`src/rtl/branch_pred_ctrl.sv`:
```
// ============================================================================
// Module      : branch_pred_ctrl
// Description : Next-PC selection, prediction tracking through IF/ID and ID/EX,
//               EX-stage misprediction detection, registered BTB update and
//               saturating branch / misprediction counters.
// Revision    : 1.0 - initial release
// ============================================================================
`default_nettype none

module branch_pred_ctrl #(
    parameter int CNT_W = 32
) (
    input  logic             clk,
    input  logic             rst,
    input  logic [31:0]      if_pc,
    input  logic             pred_take,
    input  logic [31:0]      pred_pc,
    input  logic             stall,
    input  logic             ex_is_br,
    input  logic             ex_br_taken,
    input  logic [31:0]      ex_br_target,
    output logic [31:0]      npc,
    output logic             flush,
    output logic             btb_wr_en,
    output logic [31:0]      btb_wr_pc,
    output logic             btb_wr_taken,
    output logic [31:0]      btb_wr_target,
    output logic [CNT_W-1:0] br_cnt,
    output logic [CNT_W-1:0] mispred_cnt
);

    localparam logic [31:0]      c_PC_STEP = 32'd4;
    localparam logic [CNT_W-1:0] c_CNT_MAX = {CNT_W{1'b1}};
    localparam logic [CNT_W-1:0] c_CNT_ONE = {{(CNT_W-1){1'b0}}, 1'b1};

    // Per-stage prediction records
    logic        r_id_valid;
    logic [31:0] r_id_pc;
    logic        r_id_pred_take;
    logic [31:0] r_id_pred_pc;
    logic        r_ex_valid;
    logic [31:0] r_ex_pc;
    logic        r_ex_pred_take;
    logic [31:0] r_ex_pred_pc;

    logic             r_btb_wr_en;
    logic [31:0]      r_btb_wr_pc;
    logic             r_btb_wr_taken;
    logic [31:0]      r_btb_wr_target;
    logic [CNT_W-1:0] r_br_cnt;
    logic [CNT_W-1:0] r_mispred_cnt;

    logic        w_br;
    logic        w_fh;
    logic        w_mismatch;
    logic        w_mispred;
    logic [31:0] w_redirect;
    logic [31:0] w_seq_pc;

    always_comb begin
        w_br       = r_ex_valid & ex_is_br;
        w_fh       = r_ex_valid & ~ex_is_br & r_ex_pred_take;
        w_mismatch = (ex_br_taken != r_ex_pred_take) ||
                     (ex_br_taken && r_ex_pred_take && (ex_br_target != r_ex_pred_pc));
        w_mispred  = (w_br & w_mismatch) | w_fh;
        w_redirect = (w_br & ex_br_taken) ? ex_br_target : (r_ex_pc + c_PC_STEP);
        w_seq_pc   = pred_take ? pred_pc : (if_pc + c_PC_STEP);
    end

    assign npc   = w_mispred ? w_redirect : w_seq_pc;
    assign flush = w_mispred;

    // Flush outranks stall; a stall only bubbles EX and freezes ID
    always_ff @(posedge clk) begin
        if (rst) begin
            r_id_valid     <= 1'b0;
            r_id_pc        <= 32'd0;
            r_id_pred_take <= 1'b0;
            r_id_pred_pc   <= 32'd0;
            r_ex_valid     <= 1'b0;
            r_ex_pc        <= 32'd0;
            r_ex_pred_take <= 1'b0;
            r_ex_pred_pc   <= 32'd0;
        end else if (w_mispred) begin
            r_id_valid <= 1'b0;
            r_ex_valid <= 1'b0;
        end else if (stall) begin
            r_ex_valid <= 1'b0;
        end else begin
            r_id_valid     <= 1'b1;
            r_id_pc        <= if_pc;
            r_id_pred_take <= pred_take;
            r_id_pred_pc   <= pred_pc;
            r_ex_valid     <= r_id_valid;
            r_ex_pc        <= r_id_pc;
            r_ex_pred_take <= r_id_pred_take;
            r_ex_pred_pc   <= r_id_pred_pc;
        end
    end

    // A correct not-taken prediction writes nothing; taken refreshes; false hit invalidates
    always_ff @(posedge clk) begin
        if (rst) begin
            r_btb_wr_en     <= 1'b0;
            r_btb_wr_pc     <= 32'd0;
            r_btb_wr_taken  <= 1'b0;
            r_btb_wr_target <= 32'd0;
        end else begin
            r_btb_wr_en     <= (w_br & (w_mispred | ex_br_taken)) | w_fh;
            r_btb_wr_pc     <= r_ex_pc;
            r_btb_wr_taken  <= w_br & ex_br_taken;
            r_btb_wr_target <= ex_br_target;
        end
    end

    always_ff @(posedge clk) begin
        if (rst) begin
            r_br_cnt      <= '0;
            r_mispred_cnt <= '0;
        end else begin
            if (w_br && (r_br_cnt != c_CNT_MAX)) begin
                r_br_cnt <= r_br_cnt + c_CNT_ONE;
            end
            if (w_mispred && (r_mispred_cnt != c_CNT_MAX)) begin
                r_mispred_cnt <= r_mispred_cnt + c_CNT_ONE;
            end
        end
    end

    assign btb_wr_en     = r_btb_wr_en;
    assign btb_wr_pc     = r_btb_wr_pc;
    assign btb_wr_taken  = r_btb_wr_taken;
    assign btb_wr_target = r_btb_wr_target;
    assign br_cnt        = r_br_cnt;
    assign mispred_cnt   = r_mispred_cnt;

endmodule

`default_nettype wire

```
`config.mk`:
```
export PLATFORM = sky130hd
export DESIGN_NAME = branch_pred_ctrl
export DESIGN_NICKNAME = d
export VERILOG_FILES = /design/src/rtl/branch_pred_ctrl.sv
export SDC_FILE = /design/constraint.sdc
export NUM_CORES = 1
export LEC_CHECK = 0
export CAP_MARGIN = 20
export CORE_UTILIZATION = 35
export DETAILED_ROUTE_END_ITERATION = 8
export GPL_TIMING_DRIVEN = 0
export SLEW_MARGIN = 30
export SYNTH_ARGS = -nofsm -noshare
export SYNTH_HDL_FRONTEND = slang
export SYNTH_SLANG_ARGS = --single-unit
export TNS_END_PERCENT = 50
```
`constraint.sdc`:
```
create_clock -name clk -period 1.98 [get_ports clk]
set_input_delay 0.297 -clock clk [delete_from_list [all_inputs] [get_ports clk]]
set_output_delay 0.297 -clock clk [all_outputs]
set_load 0.005 [all_outputs]
```
==> results.md <==
* Top_reg_cell synth: sky130_fd_sc_hd__dfxtp_1
* Post-Route Utilization at 51.2%
* Layout-stage area growth over the synthesis result at 42.3%
* Slew at the pin closest to its max-slew limit at 820 ps
* Reg-to-reg critical path endpoint: r_ex_pc[13]$_SDFFE_PP0P_
* Count of filler cells inserted in the layout at 3,162
* Area contributors post-synth: sky130_fd_sc_hd__dfxtp_1 (43%), sky130_fd_sc_hd__mux2i_1 (14%), sky130_fd_sc_hd__nor2_1 (6.7%)
* Input/output buffers at 263
* Worst-case setup margin in the final layout at -1100 ps
* RSZ-0062 raised after global routing: true
* Largest fanout on the critical path at 5
* Timing endpoint of the critical path: npc[15]
* Number of standard-cell rows in the floorplan at 67
* Final Critical Period at 3080 ps
* Clock-pin slew of the registers on the worst-case setup and hold paths at 60 ps
* Kind of path behind the tightest hold check: input port to flop
* Yosys synthesis warning count at 0
* Total leakage power at 6.83 nW
* Area of the die at ~0.036 sq mm
* Total congestion overflow at 0
* Number of remaining DRC errors at 0
* Net count of the mapped netlist at around 1,400
* Number of hold violations in the final report at 0
* Via count at about 11,000
* Kind of launch point of the worst setup path: flop
* Final number of max-transition violations at 0
* Synth unique cells at between 40 and 50
* Worst EP arrival at between 2000 and 3000 ps
* Final estimated routing congestion in global placement at 0.875
* Width of the die at 189 um
* Sequential fraction of the synthesis area at between 40 and 50%
* Biggest area consumer among synthesized cells: sky130_fd_sc_hd__dfxtp_1
* Crit share post-route at 155%
* Fraction of layout cells with a size suffix above 1 at 16.8%
* Root Buffer Master: sky130_fd_sc_hd__clkbuf_16
* First drt pass iteration count at 5
* Combined area of the multi-input logic cells at 0.00710 sq mm
* Critical path data required time at 1680 ps
* Setup slack on the worst flop-to-flop path at -570 ps
* Post-Syn Area at 0.0122 sq mm
* Instance count of the mapped netlist at 1,336
* Iteration-0 DRC Markers at 731
* Crit. Startpoint: r_ex_pred_pc[8]$_SDFFE_PP0P_
* Level count of the clock H-tree at 1
* Number of nets at the end of the flow at ~1,800
* CTS tree: done
* All-Layer GR Usage at 23.3%
* Final count of negative-setup-slack endpoints at 219
* Maximum frequency from static timing analysis at 325 MHz
* Routed len/inst at 19.8 um
* Die height at around 190 um
* Violations in the final reports: negative setup slack
* R2R Path Start: r_ex_pred_take$_SDFFE_PP0P_
* Power density over cell area at 725 mW/mm^2
* Largest buffer count on any clock path at 3
* Vias in the first global route at 10,864
* Final worst clock skew at ~11 ps
* Worst reg-to-reg path cell count at 11
* Antenna-violating nets left at 0
* Maximum number of pins on one net before global-route repair at 15
* Ports placed on the boundary at ~270
* Outcome: finished, violations left
* Max-capacitance violation count at 0
* Top library cells by usage in the layout, fill and taps aside: sky130_fd_sc_hd__dfxtp_1 (237), sky130_fd_sc_hd__clkdlybuf4s50_1 (224), sky130_fd_sc_hd__nor2_1 (216)
* Critical setup path kind: flop to output port
* Register cell area after layout at 0.00529 sq mm
* Core area at 0.0339 sq mm
* Async S/R FF share, synth at 0%
* Number of standard cells in the final layout excluding fillers at 2,135
* Max-slew headroom at the worst pin at 45.3%
* Half-perimeter wire length after placement at 31,800 um
* Initial antenna violation count at 2
* Mean post-synth cell area at 9.12 sq um
* Most frequent standard cell in the layout excluding fill and tap cells: sky130_fd_sc_hd__dfxtp_1
* Global-route wire length before repair at 63,800 um
* Fraction of post-synthesis cell area in the top cell type by area at 43.1%
* Via density at 5.13
* Number of cells in the design after placement at 2,047
* Number of flops mapped to enable cells by yosys at 0
* Number of flip-flops and latches in the synthesized netlist at 262
* Worst supply voltage drop on vdd at 0.000623 V
* Critical Path End Type: output port
* Number of clock sinks seen by CTS at 262
* Final routed wirelength across all metal layers at 42,200 um
* Number of clock buffers inserted by TritonCTS at 29
* Effective utilization at floorplan at 36.0%
* Clk Latency, worst-skew pair at 560 ps
## critical path, cell delays in order, from the launching register on
cell and delay, ps:
sky130_fd_sc_hd__dfxtp_2 340, sky130_fd_sc_hd__xnor2_2 190, sky130_fd_sc_hd__nand4_1 190, sky130_fd_sc_hd__nor4_2 360, sky130_fd_sc_hd__and3_1 230, sky130_fd_sc_hd__nand2b_4 230, sky130_fd_sc_hd__buf_6 220, sky130_fd_sc_hd__mux2i_4 290
sky130_fd_sc_hd__buf_2 150
## layer usage
layer	global-route usage, %	vias up	share of wire [%]
met1	30.5	5229	44
li1	-	5288	-
met5	0	-	0
met4	8.65	0	3.7
met3	3.30	78	6.0
met2	38.8	355	46
## how the worst min path moves through the flow
stage                                   to                     from  slack, ps  depth (start not counted)
2_1_floorplan      r_id_valid$_SDFFE_PP0N_                    stall        400                          1
3_3_place_gp         r_ex_valid$_SDFF_PP0_  r_id_valid$_SDFFE_PP0N_        440                          2
3_5_place_dp         r_ex_valid$_SDFF_PP0_  r_id_valid$_SDFFE_PP0N_        440                          2
4_1_cts           r_id_pc[13]$_SDFFE_PP0P_                if_pc[13]        250                          3
5_1_grt        btb_wr_target[8]$_SDFF_PP0_          ex_br_target[8]        140                          2
6_report       btb_wr_target[8]$_SDFF_PP0_          ex_br_target[8]        140                          2
## registers in the layout, indices dropped and copies added, names as in the netlist
register / cells
r_ex_pc: 32
btb_wr_taken: 1
r_id_pred_pc: 32
r_ex_pred_take: 1
btb_wr_pc: 32
r_id_valid: 1
r_id_pc: 32
r_id_pred_take: 1
r_ex_pred_pc: 32
btb_wr_en: 1
br_cnt: 32
btb_wr_target: 32
mispred_cnt: 32
r_ex_valid: 1
## cell type report
type	count	area share, %
clock buffer	39	4.87
buffer	75	2.75
inverter	12	0.303
sequential	262	30.6
multi-input combinational	983	41.0
timing repair buffer	299	16.4
tap	448	3.24
clock inverter	15	0.823
antenna	2	0.0289
## where the power goes
| group | switching [mW] | total [mW] | internal [mW] | leakage (nW) |
|---|---|---|---|---|
| combinational | 0.762 | 1.50 | 0.734 | 4.20 |
| sequential | 0.111 | 5.56 | 5.45 | 2.15 |
| clock | 2.25 | 5.49 | 3.25 | 0.483 |
## cells in the mapped netlist, types with 2 or more instances
cell,n
sky130_fd_sc_hd__dfxtp_1,262
sky130_fd_sc_hd__nor2_1,217
sky130_fd_sc_hd__mux2i_1,173
sky130_fd_sc_hd__nor2b_1,70
sky130_fd_sc_hd__xnor2_1,70
sky130_fd_sc_hd__nand2_1,55
sky130_fd_sc_hd__nand3_1,48
sky130_fd_sc_hd__a21oi_1,45
sky130_fd_sc_hd__xor2_1,45
sky130_fd_sc_hd__clkbuf_1,44
sky130_fd_sc_hd__nand4_1,42
sky130_fd_sc_hd__o21ai_0,39
sky130_fd_sc_hd__nor3_1,32
sky130_fd_sc_hd__buf_2,23
sky130_fd_sc_hd__mux2_2,18
sky130_fd_sc_hd__nor4_1,16
sky130_fd_sc_hd__and3_1,15
sky130_fd_sc_hd__and4_1,15
sky130_fd_sc_hd__or3_1,14
sky130_fd_sc_hd__inv_1,11
sky130_fd_sc_hd__or4_1,11
sky130_fd_sc_hd__buf_4,9
sky130_fd_sc_hd__o31ai_1,9
sky130_fd_sc_hd__and2_1,8
sky130_fd_sc_hd__ha_1,5
sky130_fd_sc_hd__a2111o_1,4
sky130_fd_sc_hd__nand2b_1,4
sky130_fd_sc_hd__buf_1,3
sky130_fd_sc_hd__nand3_2,3
sky130_fd_sc_hd__nor4_2,3
sky130_fd_sc_hd__nand4_2,2
sky130_fd_sc_hd__nand4_4,2
sky130_fd_sc_hd__nor3_2,2
sky130_fd_sc_hd__nor3b_1,2
## logic make-up after synthesis
group | count (synthesis) | share of synthesized area [%]
buffers and inverters | 91 | 3.32
DFF | 262 | 43.1
AOI/OAI and AO/OA | 104 | 4.87
muxes | 191 | 15.9
and+or+nand+nor | 568 | 24.1
xor gates and xnor gates | 115 | 8.27
adders and majority gates | 5 | 0.514
## metrics by stage
step	setup slack, ps	total power [mW]	cell area (sq um)	setup TNS [ps]	hold slack (ps)
2_1_floorplan	-46.8	6.31	12300	-2390	400
3_3_place_gp	-2000	7.08	15500	-276890	439
3_5_place_dp	-1930	7.09	15500	-269890	436
4_1_cts	-1120	12.7	17200	-98480	251
5_1_grt	-1160	13.0	17300	-120930	144
6_report	-1100	12.6	17300	-98580	144
## repair_timing
item / in CTS / in global routing
gates resized for setup: 265 / 50
setup endpoints to repair: 235 / 230
setup buffers: 30 / 5
hold buffers: 0 / 0
pin swaps: 26 / 14
gates cloned: 2 / 0
hold endpoints to repair: 0 / 0
Note: power is estimated with default switching activity, not from simulation.
